### config.mk
export PLATFORM = sky130hd
export DESIGN_NAME = seg_scan_ctrl_flat
export DESIGN_NICKNAME = d
export VERILOG_FILES = /design/src/rtl/seg_load_if.sv /design/src/rtl/seg_scan_ctrl.sv /design/src/flat_wrapper.sv
export SDC_FILE = /design/constraint.sdc
export NUM_CORES = 1
export LEC_CHECK = 0
export ABC_AREA = 1
export BUFFER_PORTS_ARGS = -buffer_cell sky130_fd_sc_hd__buf_2
export CORE_MARGIN = 3
export CORE_UTILIZATION = 35
export DETAILED_ROUTE_END_ITERATION = 16
export GPL_TIMING_DRIVEN = 0
export PLACE_DENSITY_LB_ADDON = 0.08
export SYNTH_ARGS = -nofsm -noshare
export SYNTH_HDL_FRONTEND = slang
export SYNTH_SLANG_ARGS = --single-unit
### constraint.sdc
create_clock -name sys_clk -period 3.1 [get_ports sys_clk]
set_input_delay 0.62 -clock sys_clk [delete_from_list [all_inputs] [get_ports sys_clk]]
set_output_delay 0.62 -clock sys_clk [all_outputs]
set_load 0.005 [all_outputs]
### src/rtl/seg_load_if.sv
// Load handshake between the app logic and the display scan controller:
// six hex digits plus per-digit decimal points, transferred on valid & ready.
interface seg_load_if;
    logic        load_valid;
    logic        load_ready;
    logic [23:0] load_data;
    logic [5:0]  load_dp;

    modport master (output load_valid, load_data, load_dp, input load_ready);
    modport slave  (input load_valid, load_data, load_dp, output load_ready);
endinterface

### src/rtl/seg_scan_ctrl.sv
// Six-digit 7-segment scan scheduler with frame-synchronous value commit.
// Optional macro SEG_BLANK_LEAD_ZERO_EN blanks leading-zero digits 5..1.
module seg_scan_ctrl #(
    parameter int unsigned DIGIT_CNT = 50000,
    parameter int unsigned CNT_W     = 16
) (
    input  logic          sys_clk,
    input  logic          rst,
    input  logic          en,
    seg_load_if.slave     load,
    output logic          frame_done,
    output logic [5:0]    sel,
    output logic [7:0]    seg
);
    localparam logic [CNT_W-1:0] CNT_MAX = CNT_W'(DIGIT_CNT - 1);
    localparam logic [2:0]       IDX_MAX = 3'd5;

    typedef enum logic {OFF, SCAN} state_t;

    state_t           state, state_nx;
    logic [CNT_W-1:0] cnt, cnt_nx;
    logic [2:0]       idx, idx_nx;
    logic             frame_end_c;

    logic [23:0] act_data, pend_data;
    logic [5:0]  act_dp, pend_dp;
    logic        pending;
    logic        xfer_c, commit_c, pending_nx_c;

    logic [3:0]  nib_c;
    logic        dp_c;
    logic        blank_c;
    logic [6:0]  segs_c;

    // Active-low a..g pattern for one hex nibble
    function automatic logic [6:0] hex7(input logic [3:0] h);
        case (h)
            4'h0:    hex7 = 7'h40;
            4'h1:    hex7 = 7'h79;
            4'h2:    hex7 = 7'h24;
            4'h3:    hex7 = 7'h30;
            4'h4:    hex7 = 7'h19;
            4'h5:    hex7 = 7'h12;
            4'h6:    hex7 = 7'h02;
            4'h7:    hex7 = 7'h78;
            4'h8:    hex7 = 7'h00;
            4'h9:    hex7 = 7'h10;
            4'hA:    hex7 = 7'h08;
            4'hB:    hex7 = 7'h03;
            4'hC:    hex7 = 7'h46;
            4'hD:    hex7 = 7'h21;
            4'hE:    hex7 = 7'h06;
            default: hex7 = 7'h0E;
        endcase
    endfunction

    always_ff @(posedge sys_clk or posedge rst) begin
        if (rst) begin
            state <= OFF;
            cnt   <= '0;
            idx   <= '0;
        end else begin
            state <= state_nx;
            cnt   <= cnt_nx;
            idx   <= idx_nx;
        end
    end

    // Dwell counter and digit index advance; both clear whenever the display is off
    always_comb begin
        state_nx    = state;
        cnt_nx      = cnt;
        idx_nx      = idx;
        frame_end_c = 1'b0;
        case (state)
            OFF: begin
                cnt_nx = '0;
                idx_nx = '0;
                if (en) state_nx = SCAN;
            end
            SCAN: begin
                if (!en) begin
                    state_nx = OFF;
                    cnt_nx   = '0;
                    idx_nx   = '0;
                end else if (cnt == CNT_MAX) begin
                    cnt_nx      = '0;
                    idx_nx      = (idx == IDX_MAX) ? 3'd0 : idx + 3'd1;
                    frame_end_c = (idx == IDX_MAX);
                end else begin
                    cnt_nx = cnt + CNT_W'(1);
                end
            end
            default: state_nx = OFF;
        endcase
    end

    // A dark display commits at once so the loader never stalls
    assign xfer_c       = load.load_valid & load.load_ready;
    assign commit_c     = pending & (frame_end_c | (state == OFF));
    assign pending_nx_c = xfer_c | (pending & ~commit_c);

`ifdef SEG_BLANK_LEAD_ZERO_EN
    logic [5:0] lz_c;

    // lz_c[i]: nibbles i..5 are all zero; digit 0 always shows
    always_comb begin
        lz_c    = '0;
        lz_c[5] = (act_data[23:20] == 4'h0);
        for (int i = 4; i >= 1; i--) begin
            lz_c[i] = lz_c[i+1] & (act_data[4*i +: 4] == 4'h0);
        end
    end
`endif

    always_comb begin
        nib_c   = act_data[3:0];
        dp_c    = act_dp[0];
        blank_c = 1'b0;
        for (int i = 0; i < 6; i++) begin
            if (idx == 3'(i)) begin
                nib_c = act_data[4*i +: 4];
                dp_c  = act_dp[i];
`ifdef SEG_BLANK_LEAD_ZERO_EN
                blank_c = lz_c[i];
`endif
            end
        end
        segs_c = blank_c ? 7'h7F : hex7(nib_c);
    end

    // Old pending value moves to active before a same-edge transfer overwrites it
    always_ff @(posedge sys_clk or posedge rst) begin
        if (rst) begin
            act_data        <= '0;
            act_dp          <= '0;
            pend_data       <= '0;
            pend_dp         <= '0;
            pending         <= 1'b0;
            load.load_ready <= 1'b1;
            frame_done      <= 1'b0;
            sel             <= 6'h3F;
            seg             <= 8'hFF;
        end else begin
            if (commit_c) begin
                act_data <= pend_data;
                act_dp   <= pend_dp;
            end
            if (xfer_c) begin
                pend_data <= load.load_data;
                pend_dp   <= load.load_dp;
            end
            pending         <= pending_nx_c;
            load.load_ready <= ~pending_nx_c;
            frame_done      <= frame_end_c;
            sel             <= (state == SCAN) ? ~(6'(1) << idx) : 6'h3F;
            seg             <= (state == SCAN) ? {~dp_c, segs_c} : 8'hFF;
        end
    end
endmodule

### src/flat_wrapper.sv
// flat-port wrapper written by rule: the top's interface ports become plain ports
module seg_scan_ctrl_flat 
#(
    parameter int unsigned DIGIT_CNT = 50000,
    parameter int unsigned CNT_W     = 16
)
  (sys_clk, rst, en, frame_done, sel, seg, load_load_valid, load_load_data, load_load_dp, load_load_ready);
  seg_load_if load_i ();
  input  logic sys_clk;
  input  logic rst;
  input  logic en;
  output logic frame_done;
  output logic [5:0] sel;
  output logic [7:0] seg;
  input wire logic [$bits(load_i.load_valid)-1:0] load_load_valid;
  input wire logic [$bits(load_i.load_data)-1:0] load_load_data;
  input wire logic [$bits(load_i.load_dp)-1:0] load_load_dp;
  output wire logic [$bits(load_i.load_ready)-1:0] load_load_ready;
  assign load_i.load_valid = load_load_valid;
  assign load_i.load_data = load_load_data;
  assign load_i.load_dp = load_load_dp;
  assign load_load_ready = load_i.load_ready;
  seg_scan_ctrl #(.DIGIT_CNT(DIGIT_CNT), .CNT_W(CNT_W)) u_core (.sys_clk(sys_clk), .rst(rst), .en(en), .load(load_i), .frame_done(frame_done), .sel(sel), .seg(seg));
endmodule
==> impl_metrics.toml <==
[sta]
timing.setup.tns_ps = 0
rsz0062_at_grt = "false"
skew_ps = 6.372
worst_slew_pin_slew_ps = 573.7
max_freq_mhz = 419.3
hold_violations = 0
postLayoutSetupSlackWorst_ps = 714.9
slew_headroom = 0.6175
fin_crit_sh = 0.7694
maxSlewViolCount = 0
fin_crit_ps = 2385
finalSetupViolCount = 0

[critical_path]
critPathKind = "flop to flop"
regToRegStartpoint = "u_core.idx[2]"
r2r_cells = 15
worstPathMaxFanout = 9
rrSetupSlack_ps = 710
crit_path_end_kind = "flop"
worstSetupStartpointType = "flop"
cp-startpoint = "u_core.idx[2]"
required_ps = 3370
timing.rr.end = "u_core.seg[1]"
crit_arrival_ps = 2660

[global_routing]
grt_pass1_vias = 3276
grtUsageMet2 = 0.2187
grt_start_max_net_pins = 39
grt_usage = 0.1441
grt.busiest_layer = "met2"
met3_usage = 0.02991
grt_pass1_wl_um = 16240
overflow = 0
grtUsageMet1 = 0.1981
antenna_found_initial = 0

[clocking]
clock_latency_ps = 340
cts_tree = "yes"
cts_root_buf = "clkbuf_16"
cts_setup_buffers = 0
numCtsBuffers = 9
cts-resized-gates = 0
clkTransAtPathRegs_ps = 60
htreeDepth = 3
clockBufferDepth = 2
cts_sinks = 97
holdBufCountCts = 0

[synthesis]
synthTopCellsByArea = "dfrtp_1 (46%), nand2_1 (9.1%), dfstp_2 (8.8%)"
yosysTopAreaCellShare = 0.4562
syn_inst = 475
ys_async_sr_fraction = 1.000
yosysWarnings = 0
synth_nets = 518
synth_top_area_cell = "dfrtp_1"
synth-seq-cells = 97
syn_avg_cell_area_um2 = 9.470
yosysMostFrequentCell = "nand2_1"
seq_area_frac_synth = 0.5438
synth_edf_count = 0
syn_area_mm2 = 0.004498
synth_common_cells = "nand2_1 (109), dfrtp_1 (82), inv_1 (45), nand3_1 (42), nor2_1 (41)"
ys.flop_type = "dfrtp_1"
ys_types = 34

[drt]
wl_um = 9268
drc = 0
ant_nets = 0
wl_per_cell_um = 13.05
vias_per_cell = 4.599
dr.pass1.iters = 4
dr.first_iter.drc_count = 152
vias = 3265

[pwr]
pwr-share-seq = 0.479
p_int_mw = 2.480
switchingPower_mw = 0.9754
clkPwrFrac = 0.318
power_density_mw_per_mm2 = 653.5
vdd_drop_max_mv = 0.2143
p_leak_nw = 2.522
p_comb_frac = 0.203
p_sw_frac = 0.2823

[cells_and_area]
area_delta_synth_final_pct = 17.55
layout-drive-gt1-share = 0.2786
antenna_cells = 0
nets = 580
finish.instance_area_mm2 = 0.005288
fillers = 1249

[die]
dieArea_mm2 = 0.01425
die_h_um = 119.4
coreArea_mm2 = 0.01226
io_pins = 50
initial_utilization = 0.3668
die_x_um = 119.4
rows = 40

[place]
dpl_cell_area_mm2 = 0.004997
io_buffer_count = 49
place.gp.congestion = 0.7920
dp_hpwl_um = 7027
dp_slack_ps = 725.1

[outcome]
status = "completed"

[worst_hold_path]
hp-class = "primary input to asynchronous set/reset pin"

[flow_run]
maxCapViolCount = 0
==> kinds of logic (layout without fill, tap and decap cells) <==
| group | Yosys count | in the layout | synth area share |
|---|---|---|---|
| muxes | 30 | 30 | 0.07510 |
| xor gates and xnor gates | 1 | 1 | 0.001948 |
| AOI/OAI and AO/OA | 50 | 50 | 0.06899 |
| buffers and inverters | 64 | 131 | 0.06008 |
| DFF | 97 | 97 | 0.5438 |
| adders and majority gates | 9 | 9 | 0.02504 |
| and+or+nand+nor | 224 | 224 | 0.2250 |
==> metal layers <==
layer  wire (µm)  vias up
li1            -     1676
met1        4683     1521
met2        4081       58
met3         328       10
met4         175        0
met5           0        -
==> state kept, by name (all words and copies together) (netlist names) <==
signal                  count
u_core.pending              1
u_core.state                1
u_core.pend_data           24
u_core.act_data            24
u_core.seg                  8
u_core.idx                  3
u_core.sel                  6
u_core.pend_dp              6
u_core.frame_done           1
u_core.act_dp               6
u_core.cnt                 16
u_core.load.load_ready      1
==> placed cells by master (no fill, tap or decap), types with 10 or more instances in the layout <==
| cell | netlist | layout |
|---|---|---|
| o21ai_0 | 13 | 13 |
| nand3_1 | 42 | 42 |
| a21oi_2 | 15 | 15 |
| dfrtp_1 | 82 | 82 |
| nor2_1 | 41 | 41 |
| a21oi_1 | 19 | 19 |
| inv_1 | 45 | 44 |
| clkbuf_1 | 7 | 10 |
| dfstp_2 | 15 | 15 |
| nand2_1 | 109 | 109 |
| mux2_2 | 30 | 30 |
| buf_2 | 3 | 52 |
==> final cells by class <==
cell class	instances	area (µm²)	share of cell area
Buffer	15	86.33	0.01633
Clock buffer	13	250.2	0.04733
Clock inverter	3	40.04	0.007572
Inverter	49	187.7	0.03549
Multi-Input combinational cell	314	1782	0.3370
Sequential cell	97	2446	0.4626
Tap cell	168	210.2	0.03975
Timing Repair Buffer	51	285.3	0.05395
==> worst max path at each step <==
stage                                      end  depth (start not counted)
final                            u_core.seg[1]                         15
after global routing             u_core.seg[1]                         16
after CTS                        u_core.seg[1]                         15
after detailed placement         u_core.seg[1]                         15
after global placement    u_core.pend_data[18]                          2
after floorplan                  u_core.seg[1]                         15
==> worst max-delay path, stage by stage (launching register included) <==
cell	delay [ps]
dfrtp_1	420
inv_2	140
ha_1	160
clkbuf_1	350
a21oi_1	80
nand2_1	100
nand2_1	60
nand2_1	60
nand2_1	80
nand2_1	160
inv_1	120
ha_1	290
nand2_1	100
nor2_1	50
nor2_1	90
nand2_1	70
==> power by group through the flow <==
stage               clock network (mW)  logic [mW]  registers [mW]
global route                      1.21       0.816            1.68
CTS                               1.15       0.721            1.66
finish                            1.10       0.702            1.66
global placement                     0       0.701            1.67
floorplan                            0       0.531            1.64
detailed placement                   0       0.719            1.68
==> per-stage QoR <==
stage | std cells | util | power, mW | hold WS, ps
floorplan | 475 | - | 2.170 | 432.9
CTS | 710 | 0.4312 | 3.522 | 342.9
global placement | 692 | 0.4043 | 2.375 | 451.1
global route | 710 | 0.4312 | 3.706 | 372.6
finish | 710 | 0.4312 | 3.456 | 332.7
detailed placement | 694 | 0.4076 | 2.398 | 457.3
(Power assumes the default switching activity.)
